<file path="config.mk">
export PLATFORM = sky130hd
export DESIGN_NAME = fetch_ctrl
export DESIGN_NICKNAME = d
export VERILOG_FILES = /design/src/rtl/fetch_ctrl.sv
export SDC_FILE = /design/constraint.sdc
export NUM_CORES = 1
export LEC_CHECK = 0
export BUFFER_PORTS_ARGS = -buffer_cell sky130_fd_sc_hd__buf_2
export CORE_UTILIZATION = 54
export DETAILED_ROUTE_END_ITERATION = 16
export GPL_ROUTABILITY_DRIVEN = 0
export GPL_TIMING_DRIVEN = 0
export PLACE_DENSITY = 0.88
export SYNTH_ARGS = -nofsm -noshare
export SYNTH_HDL_FRONTEND = slang
export SYNTH_SLANG_ARGS = --single-unit
export TNS_END_PERCENT = 20
</file>
<file path="constraint.sdc">
create_clock -name clk -period 3.15 [get_ports clk]
set_clock_uncertainty 0.15 [all_clocks]
set_input_delay 0.315 -clock clk [delete_from_list [all_inputs] [get_ports clk]]
set_output_delay 0.315 -clock clk [all_outputs]
set_load 0.02 [all_outputs]
</file>
<file path="src/rtl/fetch_ctrl.sv">
// fetch_ctrl -- instruction fetch controller with a 2-entry fetch buffer.
//
// Walks a program counter over a combinational instruction ROM and queues
// {pc, instr} pairs in a two-deep FIFO that the decode stage drains with a
// valid/ready handshake. A redirect (taken branch/jump) re-steers the PC,
// flushes the buffer and spends one bubble cycle in REDIR before fetching
// resumes at the target.
//
// Ports
//   clk          system clock, all state updates on the rising edge
//   n_reset      synchronous active-low reset
//   run          fetch enable
//   im_addr      instruction ROM address (current PC)
//   im_data      ROM read data for im_addr, same cycle
//   redirect     re-steer request, highest priority
//   redirect_pc  re-steer target, sampled when redirect=1
//   out_valid    head entry of the fetch buffer is valid
//   out_ready    decode accepts the head entry
//   out_instr    instruction of the head entry
//   out_pc       address of the head entry
//   busy         FSM not idle or buffer non-empty

`ifndef PC_SIZE
`define PC_SIZE 8
`endif
`ifndef INSTR_SIZE
`define INSTR_SIZE 16
`endif

module fetch_ctrl #(
    parameter int PC_W = `PC_SIZE,
    parameter int IW   = `INSTR_SIZE
) (
    input  logic            clk,
    input  logic            n_reset,
    input  logic            run,
    output logic [PC_W-1:0] im_addr,
    input  logic [IW-1:0]   im_data,
    input  logic            redirect,
    input  logic [PC_W-1:0] redirect_pc,
    output logic            out_valid,
    input  logic            out_ready,
    output logic [IW-1:0]   out_instr,
    output logic [PC_W-1:0] out_pc,
    output logic            busy
);

    typedef enum logic [1:0] {
        IDLE  = 2'd0,
        FETCH = 2'd1,
        REDIR = 2'd2
    } state_t;

    localparam int DEPTH = 2;

    state_t          state_reg, state_next;
    logic [PC_W-1:0] pc_reg, pc_next;
    logic [1:0]      count_reg, count_next;

    // Entry 0 is always the head; entry 1 is only meaningful when count=2.
    logic [PC_W-1:0] ent_pc_reg    [DEPTH];
    logic [PC_W-1:0] ent_pc_next   [DEPTH];
    logic [IW-1:0]   ent_instr_reg [DEPTH];
    logic [IW-1:0]   ent_instr_next[DEPTH];

    logic pop;
    logic push;

    assign pop  = (count_reg != 2'd0) & out_ready;
    // A full buffer can still accept a push when the head leaves this cycle.
    assign push = (state_reg == FETCH) & run & ~redirect &
                  ((count_reg != 2'd2) | pop);

    // ---------------------------------------------------------------
    // FSM: state register
    // ---------------------------------------------------------------
    always_ff @(posedge clk) begin
        if (!n_reset) begin
            state_reg <= IDLE;
        end else begin
            state_reg <= state_next;
        end
    end

    // ---------------------------------------------------------------
    // FSM: next-state logic (redirect overrides everything)
    // ---------------------------------------------------------------
    always_comb begin
        state_next = state_reg;
        if (redirect) begin
            state_next = REDIR;
        end else begin
            case (state_reg)
                IDLE:    state_next = run ? FETCH : IDLE;
                FETCH:   state_next = run ? FETCH : IDLE;
                REDIR:   state_next = run ? FETCH : IDLE;
                default: state_next = IDLE;
            endcase
        end
    end

    // ---------------------------------------------------------------
    // FSM: outputs
    // ---------------------------------------------------------------
    always_comb begin
        im_addr   = pc_reg;
        out_valid = (count_reg != 2'd0);
        busy      = (state_reg != IDLE) | (count_reg != 2'd0);
        out_pc    = ent_pc_reg[0];
        out_instr = ent_instr_reg[0];
    end

    // ---------------------------------------------------------------
    // PC and FIFO next-state
    // ---------------------------------------------------------------
    always_comb begin
        pc_next    = pc_reg;
        count_next = count_reg;
        for (int i = 0; i < DEPTH; i++) begin
            ent_pc_next[i]    = ent_pc_reg[i];
            ent_instr_next[i] = ent_instr_reg[i];
        end

        if (redirect) begin
            // Flush only resets the count; stale storage is never presented
            // because out_valid follows the count.
            pc_next    = redirect_pc;
            count_next = 2'd0;
        end else begin
            if (push) begin
                pc_next = pc_reg + PC_W'(1);
            end

            if (push && pop) begin
                if (count_reg == 2'd2) begin
                    ent_pc_next[0]    = ent_pc_reg[1];
                    ent_instr_next[0] = ent_instr_reg[1];
                    ent_pc_next[1]    = pc_reg;
                    ent_instr_next[1] = im_data;
                end else begin
                    ent_pc_next[0]    = pc_reg;
                    ent_instr_next[0] = im_data;
                end
            end else if (push) begin
                if (count_reg == 2'd0) begin
                    ent_pc_next[0]    = pc_reg;
                    ent_instr_next[0] = im_data;
                end else begin
                    ent_pc_next[1]    = pc_reg;
                    ent_instr_next[1] = im_data;
                end
                count_next = count_reg + 2'd1;
            end else if (pop) begin
                ent_pc_next[0]    = ent_pc_reg[1];
                ent_instr_next[0] = ent_instr_reg[1];
                count_next        = count_reg - 2'd1;
            end
        end
    end

    always_ff @(posedge clk) begin
        if (!n_reset) begin
            pc_reg    <= '0;
            count_reg <= 2'd0;
        end else begin
            pc_reg    <= pc_next;
            count_reg <= count_next;
        end
    end

    generate
        for (genvar gi = 0; gi < DEPTH; gi++) begin : g_entry
            always_ff @(posedge clk) begin
                if (!n_reset) begin
                    ent_pc_reg[gi]    <= '0;
                    ent_instr_reg[gi] <= '0;
                end else begin
                    ent_pc_reg[gi]    <= ent_pc_next[gi];
                    ent_instr_reg[gi] <= ent_instr_next[gi];
                end
            end
        end
    endgenerate

endmodule

</file>
==> summary.txt <==
share of the synthesized area in the top cell type - 42.9%
DP Area - 3190 µm²
Max clock buf depth - 2
Remaining DRCs - 0
internal power - 1200 µW
most frequent cell after synthesis - dfxtp_1
arrival time worst endpoint - 2970 ps
Async SR Flop Fraction - 0%
layout cells sized above 1 - 26.1%
Slew headroom - 57.9%
Worst-Margin Slew - 629 ps
total of max-cap violations - 0
Critical Path RT - 3250 ps
Yosys top cell by area - dfxtp_1
# rows - 25
CTS root buffer - clkbuf_8
fmax - 349 MHz
Detailed Route Iter0 Violations - 186
final wirelength - 6.92 mm
Main synth FF type - dfxtp_1
I/O Buffers - 61
post-route cell area - 3390 µm²
total power - 1630 µW
wire per inst - 15.5 µm
DR vias - 2513
fin nets - 406
fin crit period - 2860 ps
Netlist Area Pre-Place - 2800 µm²
first-pass GRT wire length - 11.2 mm
I/O pins - 63
Leak - 0.00155 µW
Crit. End Element - register
Unique masters post-synth - 41
syn avg cell area - 9.25 µm²
# setup viols final - 0
die height - 74.0 µm
VDD IR max - 294 µV
antenna violations before repair - 0
switching power - 434 µW
vias per inst - 5.62
Seq cells post-synth - 60
Worst Setup Start Kind - register
ranking of synthesized cells by area - dfxtp_1 (43%), mux2i_1 (18%), nand2_1 (7.8%)
RSZ-0062 raised after global routing - false
TritonCTS clock tree - done
final antenna-violating net count - 0
Synth top cells by count - dfxtp_1 (60), nand2_1 (58), mux2i_1 (49)
largest net degree at the start of global routing - 13
total track usage - 27.2%
max reg flops - 32
clock tree sinks - 60
core footprint - 4850 µm²
sequential-to-total area share from yosys stat - 42.9%
EDFF count, synth - 0
final hold vios - 0
run status - completed
Final Cycle Share - 90.9%
Starting Density - 57.8%
die width - 74.0 µm
Sw Share - 26.6%
post_cts resized - 0
Max Transition Viols Final - 0
hold crit path type - in2reg
TNS Setup - 0 ps
Detail Placement HPWL - 4.67 mm
Inserted Clock Buffers - 9
register share of total power - 48.5%
grt ovf - 0
CP Class - reg2reg
Logic pwr share - 8.4%
Cell Count, Final, Fillers Out - 447
H-tree lvl count - 3
YS warnings - 0
drt pass-1 iters - 5
Reg clk slew, reported paths - 70 ps
part of the power in the clock network - 43.0%
Critical Path Fanout Max - 10
CTS Hold Bufs - 0
power per standard cell area - 480 nW/µm²
Area growth syn-to-layout - 21.0%
vias in the first global route - 2414
ant diodes - 0
die area - 5480 µm²
synthesized instance count - 303
Mapped Nets - 334
Skew-Pair Late Insertion Delay - 340 ps
placed insts - 431
R2R setup slack - 290 ps
Post-CTS Setup Inserts - 0
placed cells by master (no fill, tap or decap), types with 3 or more instances in the layout:
| cell | instances |
|---|---|
| a21oi_1 | 30 |
| buf_2 | 67 |
| buf_6 | 4 |
| clkbuf_1 | 9 |
| clkbuf_8 | 9 |
| dfxtp_1 | 60 |
| inv_1 | 7 |
| mux2i_1 | 49 |
| nand2_1 | 58 |
| nand3_1 | 4 |
| nor2_1 | 3 |
| nor2b_1 | 4 |
| o21ai_0 | 29 |
| or3_1 | 3 |
power groups by stage:
stage / registers, µW / logic, µW / clock network [µW]
2_1_floorplan: 820 / 64.7 / 0
3_3_place_gp: 806 / 132 / 0
3_5_place_dp: 807 / 135 / 0
4_1_cts: 790 / 137 / 705
5_1_grt: 792 / 150 / 743
6_report: 790 / 138 / 701
worst max-delay path, cell delays in order (launching register included):
cell       delay (ps)
dfxtp_1           350
nand4bb_1         370
nor2_2            430
ha_1              320
inv_1             110
o311ai_4          590
buf_12            230
mux2i_1           230
routing by layer:
layer | part of all wire [%] | vias to the layer above | wire length (µm) | GRT usage (%)
li1 | - | 1209 | - | -
met1 | 42 | 1175 | 2940 | 34.0
met2 | 49 | 116 | 3380 | 44.2
met3 | 6.6 | 13 | 459 | 6.50
met4 | 2.1 | 0 | 144 | 13.0
met5 | 0 | - | 0 | 0
stage by stage:
stage / hold WS (ps) / setup slack (ps) / utilization (%)
after floorplan: 279 / 725 / -
after global routing: 34.9 / 159 / 70.0
after CTS: 26.3 / 325 / 70.0
after detailed placement: 298 / 283 / 65.8
after global placement: 291 / 409 / 65.8
final: 29.4 / 286 / 70.0
kinds of logic after synthesis:
kind of cell,Yosys count,synth area share [%]
adder cells (fa/ha/maj),2,0.893
multiplexers,50,17.9
AO/OA/AOI/OAI,71,15.0
buffers and inverters,29,6.38
XOR/XNOR,2,0.625
flip-flops,60,42.9
AND/OR/NAND/NOR,89,16.4
final cells by class:
| class | count | area [µm²] |
|---|---|---|
| plain buffers | 22 | 153 |
| clock buffers | 9 | 124 |
| clock inverters | 7 | 76.3 |
| fillers | 379 | 1460 |
| inverters | 7 | 26.3 |
| multi-input cells | 214 | 1420 |
| flip-flops and latches | 60 | 1200 |
| well taps | 67 | 83.8 |
| repair buffers | 61 | 305 |
worst paths after layout:
| check | end | depth (start not counted) | startpoint |
|---|---|---|---|
| worst max-delay path | ent_instr_reg[1][15] | 7 | state_reg[1] |
| worst min-delay path | im_addr[0] | 2 | redirect_pc[0] |
| worst max register to register | ent_instr_reg[1][15] | 7 | state_reg[1] |
| worst min register to register | ent_pc_reg[1][5] | 2 | ent_pc_reg[1][5] |
No activity file was read; power rests on OpenSTA's default activity.
